**src/rtl/avg_pool_2d_stream.sv**
```systemverilog
// Streaming KxK average/max pooling engine with partial-sum line buffer.
// Optional AVG_POOL_ROUND_EN: round-half-up averaging instead of truncation.
module avg_pool_2d_stream #(
  parameter int NBITS      = 8,
  parameter int NFMAPS     = 4,
  parameter int KER_SIZE_X = 2,
  parameter int KER_SIZE_Y = 2,
  parameter int IMG_W      = 8,
  parameter int IMG_H      = 8
) (
  input  logic                    clk,
  input  logic                    rstn,
  input  logic                    pool_max,
  input  logic                    in_valid,
  output logic                    in_ready,
  input  logic [NBITS*NFMAPS-1:0] in_data,
  output logic                    out_valid,
  input  logic                    out_ready,
  output logic [NBITS*NFMAPS-1:0] out_data,
  output logic                    out_last
);

  localparam int KN   = KER_SIZE_X * KER_SIZE_Y;
  localparam int S    = $clog2(KN);
  localparam int ACCW = NBITS + S;
  localparam int NWIN = IMG_W / KER_SIZE_X;
  localparam int WXW  = (NWIN > 1) ? $clog2(NWIN) : 1;
  localparam int KXS  = $clog2(KER_SIZE_X);
  localparam int CW   = (IMG_W > 1) ? $clog2(IMG_W) : 1;
  localparam int RW   = (IMG_H > 1) ? $clog2(IMG_H) : 1;

  localparam logic [CW-1:0] KXM  = CW'(KER_SIZE_X - 1);
  localparam logic [RW-1:0] KYM  = RW'(KER_SIZE_Y - 1);
  localparam logic [CW-1:0] CMAX = CW'(IMG_W - 1);
  localparam logic [RW-1:0] RMAX = RW'(IMG_H - 1);

  if (NBITS < 1 || NFMAPS < 1 || KER_SIZE_X < 1 || KER_SIZE_Y < 1 ||
      (KER_SIZE_X & (KER_SIZE_X - 1)) != 0 ||
      (KER_SIZE_Y & (KER_SIZE_Y - 1)) != 0 ||
      IMG_W < KER_SIZE_X || IMG_H < KER_SIZE_Y ||
      (IMG_W % KER_SIZE_X) != 0 || (IMG_H % KER_SIZE_Y) != 0) begin : g_bad
    $error("avg_pool_2d_stream: illegal parameter combination");
  end

  logic                          r_out_valid;
  logic                          r_out_last;
  logic [NBITS*NFMAPS-1:0]       r_out_data;
  logic [CW-1:0]                 r_col;
  logic [RW-1:0]                 r_row;
  logic                          r_mode;
  logic [NFMAPS-1:0][ACCW-1:0]   r_lb [NWIN];

  logic                          w_hs;
  logic [WXW-1:0]                w_wx;
  logic                          w_first_px;
  logic                          w_done;
  logic                          w_mode;
  logic                          w_last;
  logic [NFMAPS-1:0][ACCW-1:0]   w_old;
  logic [NFMAPS-1:0][ACCW-1:0]   w_acc;
  logic [ACCW-1:0]               w_pix;
  logic [NBITS*NFMAPS-1:0]       w_res;
`ifdef AVG_POOL_ROUND_EN
  localparam logic [ACCW:0] RND  = (ACCW+1)'((1 << S) >> 1);
  localparam logic [ACCW:0] SATV = (ACCW+1)'((1 << NBITS) - 1);
  logic [ACCW:0]                 w_rnd;
`endif

  assign in_ready   = !r_out_valid | out_ready;
  assign out_valid  = r_out_valid;
  assign out_data   = r_out_data;
  assign out_last   = r_out_last;

  assign w_hs       = in_valid & in_ready;
  assign w_wx       = WXW'(r_col >> KXS);
  assign w_first_px = ((r_col & KXM) == '0) && ((r_row & KYM) == '0);
  assign w_done     = ((r_col & KXM) == KXM) && ((r_row & KYM) == KYM);
  assign w_last     = (r_col == CMAX) && (r_row == RMAX);
  // The mode of a frame is whatever pool_max says on its first pixel.
  assign w_mode     = (r_col == '0 && r_row == '0) ? pool_max : r_mode;

  // Per-channel accumulate/max against the line buffer, and window result.
  always_comb begin
    w_old = r_lb[w_wx];
    w_acc = '0;
    w_res = '0;
    w_pix = '0;
`ifdef AVG_POOL_ROUND_EN
    w_rnd = '0;
`endif
    for (int c = 0; c < NFMAPS; c++) begin
      w_pix = ACCW'(in_data[c*NBITS +: NBITS]);
      if (w_first_px)
        w_acc[c] = w_pix;
      else if (w_mode)
        w_acc[c] = (w_pix > w_old[c]) ? w_pix : w_old[c];
      else
        w_acc[c] = w_old[c] + w_pix;
      if (w_mode) begin
        w_res[c*NBITS +: NBITS] = w_acc[c][NBITS-1:0];
      end else begin
`ifdef AVG_POOL_ROUND_EN
        w_rnd = ({1'b0, w_acc[c]} + RND) >> S;
        if (w_rnd > SATV)
          w_rnd = SATV;
        w_res[c*NBITS +: NBITS] = w_rnd[NBITS-1:0];
`else
        w_res[c*NBITS +: NBITS] = NBITS'(w_acc[c] >> S);
`endif
      end
    end
  end

  // Raster position and per-frame mode, advanced on each accepted pixel.
  always_ff @(posedge clk or negedge rstn) begin
    if (!rstn) begin
      r_col  <= '0;
      r_row  <= '0;
      r_mode <= 1'b0;
    end else if (w_hs) begin
      r_mode <= w_mode;
      if (r_col == CMAX) begin
        r_col <= '0;
        r_row <= (r_row == RMAX) ? '0 : r_row + 1'b1;
      end else begin
        r_col <= r_col + 1'b1;
      end
    end
  end

  // Partial window sums; contents are don't-care after reset.
  always_ff @(posedge clk) begin
    if (w_hs)
      r_lb[w_wx] <= w_acc;
  end

  // Single-entry output register; a new result may replace a draining one.
  always_ff @(posedge clk or negedge rstn) begin
    if (!rstn) begin
      r_out_valid <= 1'b0;
      r_out_last  <= 1'b0;
      r_out_data  <= '0;
    end else if (w_hs && w_done) begin
      r_out_valid <= 1'b1;
      r_out_last  <= w_last;
      r_out_data  <= w_res;
    end else if (out_ready) begin
      r_out_valid <= 1'b0;
      r_out_last  <= 1'b0;
    end
  end

endmodule

```
**config.mk**
```make
export PLATFORM = sky130hd
export DESIGN_NAME = avg_pool_2d_stream
export DESIGN_NICKNAME = d
export VERILOG_FILES = /design/src/rtl/avg_pool_2d_stream.sv
export SDC_FILE = /design/constraint.sdc
export NUM_CORES = 1
export LEC_CHECK = 0
export ABC_AREA = 0
export CAP_MARGIN = 0
export CORE_ASPECT_RATIO = 1.25
export CORE_MARGIN = 5
export CORE_UTILIZATION = 40
export DETAILED_ROUTE_END_ITERATION = 12
export PLACE_DENSITY_LB_ADDON = 0.2
export SYNTH_ARGS = -nofsm -noshare
export SYNTH_HDL_FRONTEND = slang
export SYNTH_SLANG_ARGS = --single-unit
```
**constraint.sdc**
```tcl
create_clock -name clk -period 5.2 [get_ports clk]
set_input_delay 0.78 -clock clk [delete_from_list [all_inputs] [get_ports clk]]
set_output_delay 0.78 -clock clk [all_outputs]
set_load 0.01 [all_outputs]
```
==> run metrics <==
routability cong.=0.896; register bit total from synthesis=201; post-DP HPWL=20.7 mm; pwr dens=785 nW/um^2; Max Freq=236 MHz; largest net degree at the start of global routing=42; Slew Limit Fails=0; clk_skew=8.97 ps; layout cell share with drive strength beyond 1=10.7%; endpoint class of the critical path=flop; Pre-Repair DR Iteration Count=5; fillers=2590; die area=32100 sq um; routed wire length per instance=21.7 um; Total GRT Usage=18.6%; Finished Layout Cells=1379; Worst Hold Slack=388 ps; Cell variety after synth=74; Area Growth Syn to Fin=16.0%; vias=7914; Lkg Pwr=4.99 nW; DRC=0; initial antenna violation count=0; sequential element share of the synthesized area=51.0%; Core ar.=28300 sq um; Initial Utilization=40.3%; area of the mapped netlist=11400 sq um; number of buffers created by CTS=22; Die H=199 um; Final Critical Period=4240 ps; critical path class=flop to flop; starting DRC count in detailed routing=577; multiplexer share of the synthesized area=9.43%; crit start category=flop; IO Port Bufs=71; CTS tree=built; syn_area_per_cell=12.2 sq um; Mapped Nets=1063; first-pass GRT wire length=46.7 mm; post_cts resized=0; Synth warnings=0; clock sink count=201; Die Wd=161 um; DRT antenna net count=0; Final Hold Viols=0; Main synth FF type=edfxtp_1; clk buf depth=3; Post-synth EDFFs=160; Clock transition at path regs=60 ps; Hold WC Path Type=input port to async pin; most common cell after layout, fill and taps aside=edfxtp_1; Post-CTS Hold Fix Bufs=0; RSZ-0062 raised after global routing=false; worst-path maximum fanout=20; vias in the first global route=7891; number of setup buffers added after CTS=0; asr flop ratio synth=20.4%; worst-margin pin slew=1070 ps; Critical Path AT=4530 ps; Total Wirelength=29.9 mm; Site Rows=69; Cells after Synth=936; Nets=1135; clk_lat worst skew=510 ps; drt via density=5.74; dpl cells=1339; Rel. slew slack=28.6%; Synth Area in Simple Gates=9.53%; Antenna Cells=0; largest family of logic cells by synthesized area=compound AO/OA/AOI/OAI gates; H-tree depth=1; post-synthesis adder-cell area fraction=10.1%; Root Buffer=clkbuf_16; Max Cap Violations=0; Req. time, crit path=5490 ps; Final setup viols=0; Synth Area in XOR/XNOR=2.22%; IO Pins=72; TNS Setup=0 ps; status=completed; commonest non-fill, non-tap cells in the layout=160 x edfxtp_1, 86 x ha_1, 70 x clkdlybuf4s50_1, 68 x nor2_1, 58 x inv_1; complex-gate fraction of the synthesized area=13.8%; period utilization=81.5%; grt ovf=0; VDD IR-drop max=282 uV
final timing paths:
path	start	end	slack (ps)	cells after the start
setup / recovery	r_col[1]	r_lb[0][11]	960	12
hold / removal	rstn	out_data[24]	390	2
setup reg to reg	r_col[1]	r_lb[0][11]	960	12
hold reg to reg	out_data[16]	out_data[16]	490	2
max in group asynchronous	rstn	r_col[2]	4330	2
min in group clk	out_data[16]	out_data[16]	490	2
through the flow:
| step | setup slack [ps] | power [mW] | instance area, sq um | utilization [%] |
|---|---|---|---|---|
| floorplan | 755 | 7.21 | 11400 | - |
| global placement | 947 | 8.91 | 12600 | 44.4 |
| detailed placement | 920 | 8.93 | 12600 | 44.4 |
| CTS | 901 | 10.4 | 13200 | 46.8 |
| global route | 545 | 11.2 | 13200 | 46.8 |
| finish | 961 | 10.4 | 13200 | 46.8 |
metal layers:
metal	GRT usage, %	routed length [um]	vias up
li1	-	-	3696
met1	25.2	13000	3948
met2	32.1	14700	236
met3	2.59	1640	34
met4	4.27	532	0
met5	0	0	-
power breakdown:
part / internal, mW / switching, mW
clock: 0.852 / 0.633
sequential: 2.83 / 0.287
combinational: 2.31 / 3.48
cells in the mapped netlist, types with 14 or more instances:
| library cell | number | area (sq um) |
|---|---|---|
| edfxtp_1 | 160 | 4800 |
| ha_1 | 86 | 1080 |
| nor2_1 | 69 | 259 |
| inv_1 | 58 | 218 |
| o21ai_0 | 57 | 285 |
| a21oi_1 | 56 | 280 |
| nand2_1 | 49 | 184 |
| dfrtp_1 | 41 | 1030 |
| mux4_2 | 37 | 833 |
| nor3_1 | 32 | 160 |
| clkbuf_1 | 22 | 82.6 |
| xnor2_1 | 18 | 158 |
| mux2i_1 | 14 | 140 |
worst max-delay path: stages, from the launching register on:
cell	delay, ps
dfrtp_2	850
buf_4	340
mux4_2	530
inv_1	110
ha_1	230
nand4_1	110
nor3_1	230
a21oi_1	150
a2111oi_4	630
buf_4	280
or3_1	110
o21ai_0	70
a21oi_1	350
cells by family (layout without fill, tap and decap cells):
kind of cell	Yosys count	count (layout)
compound gates	235	235
simple gates	222	222
flops	201	201
buf+inv	102	190
fa+ha+maj	90	90
mux	57	57
xor+xnor	29	29
sequential cells by signal, indices dropped and copies added, names as in the netlist:
register	count
r_lb	160
out_data	32
r_col	3
r_row	3
out_last	1
out_valid	1
r_mode	1
layout make-up:
type	instances	area (sq um)	area share (%)
sequential	201	5830	44.0
multi-input combinational	633	5180	39.1
timing repair buffer	92	888	6.71
clock buffer	25	583	4.40
tap	355	444	3.35
inverter	58	218	1.64
clock inverter	15	97.6	0.737
Note: power is estimated with default switching activity, not from simulation.
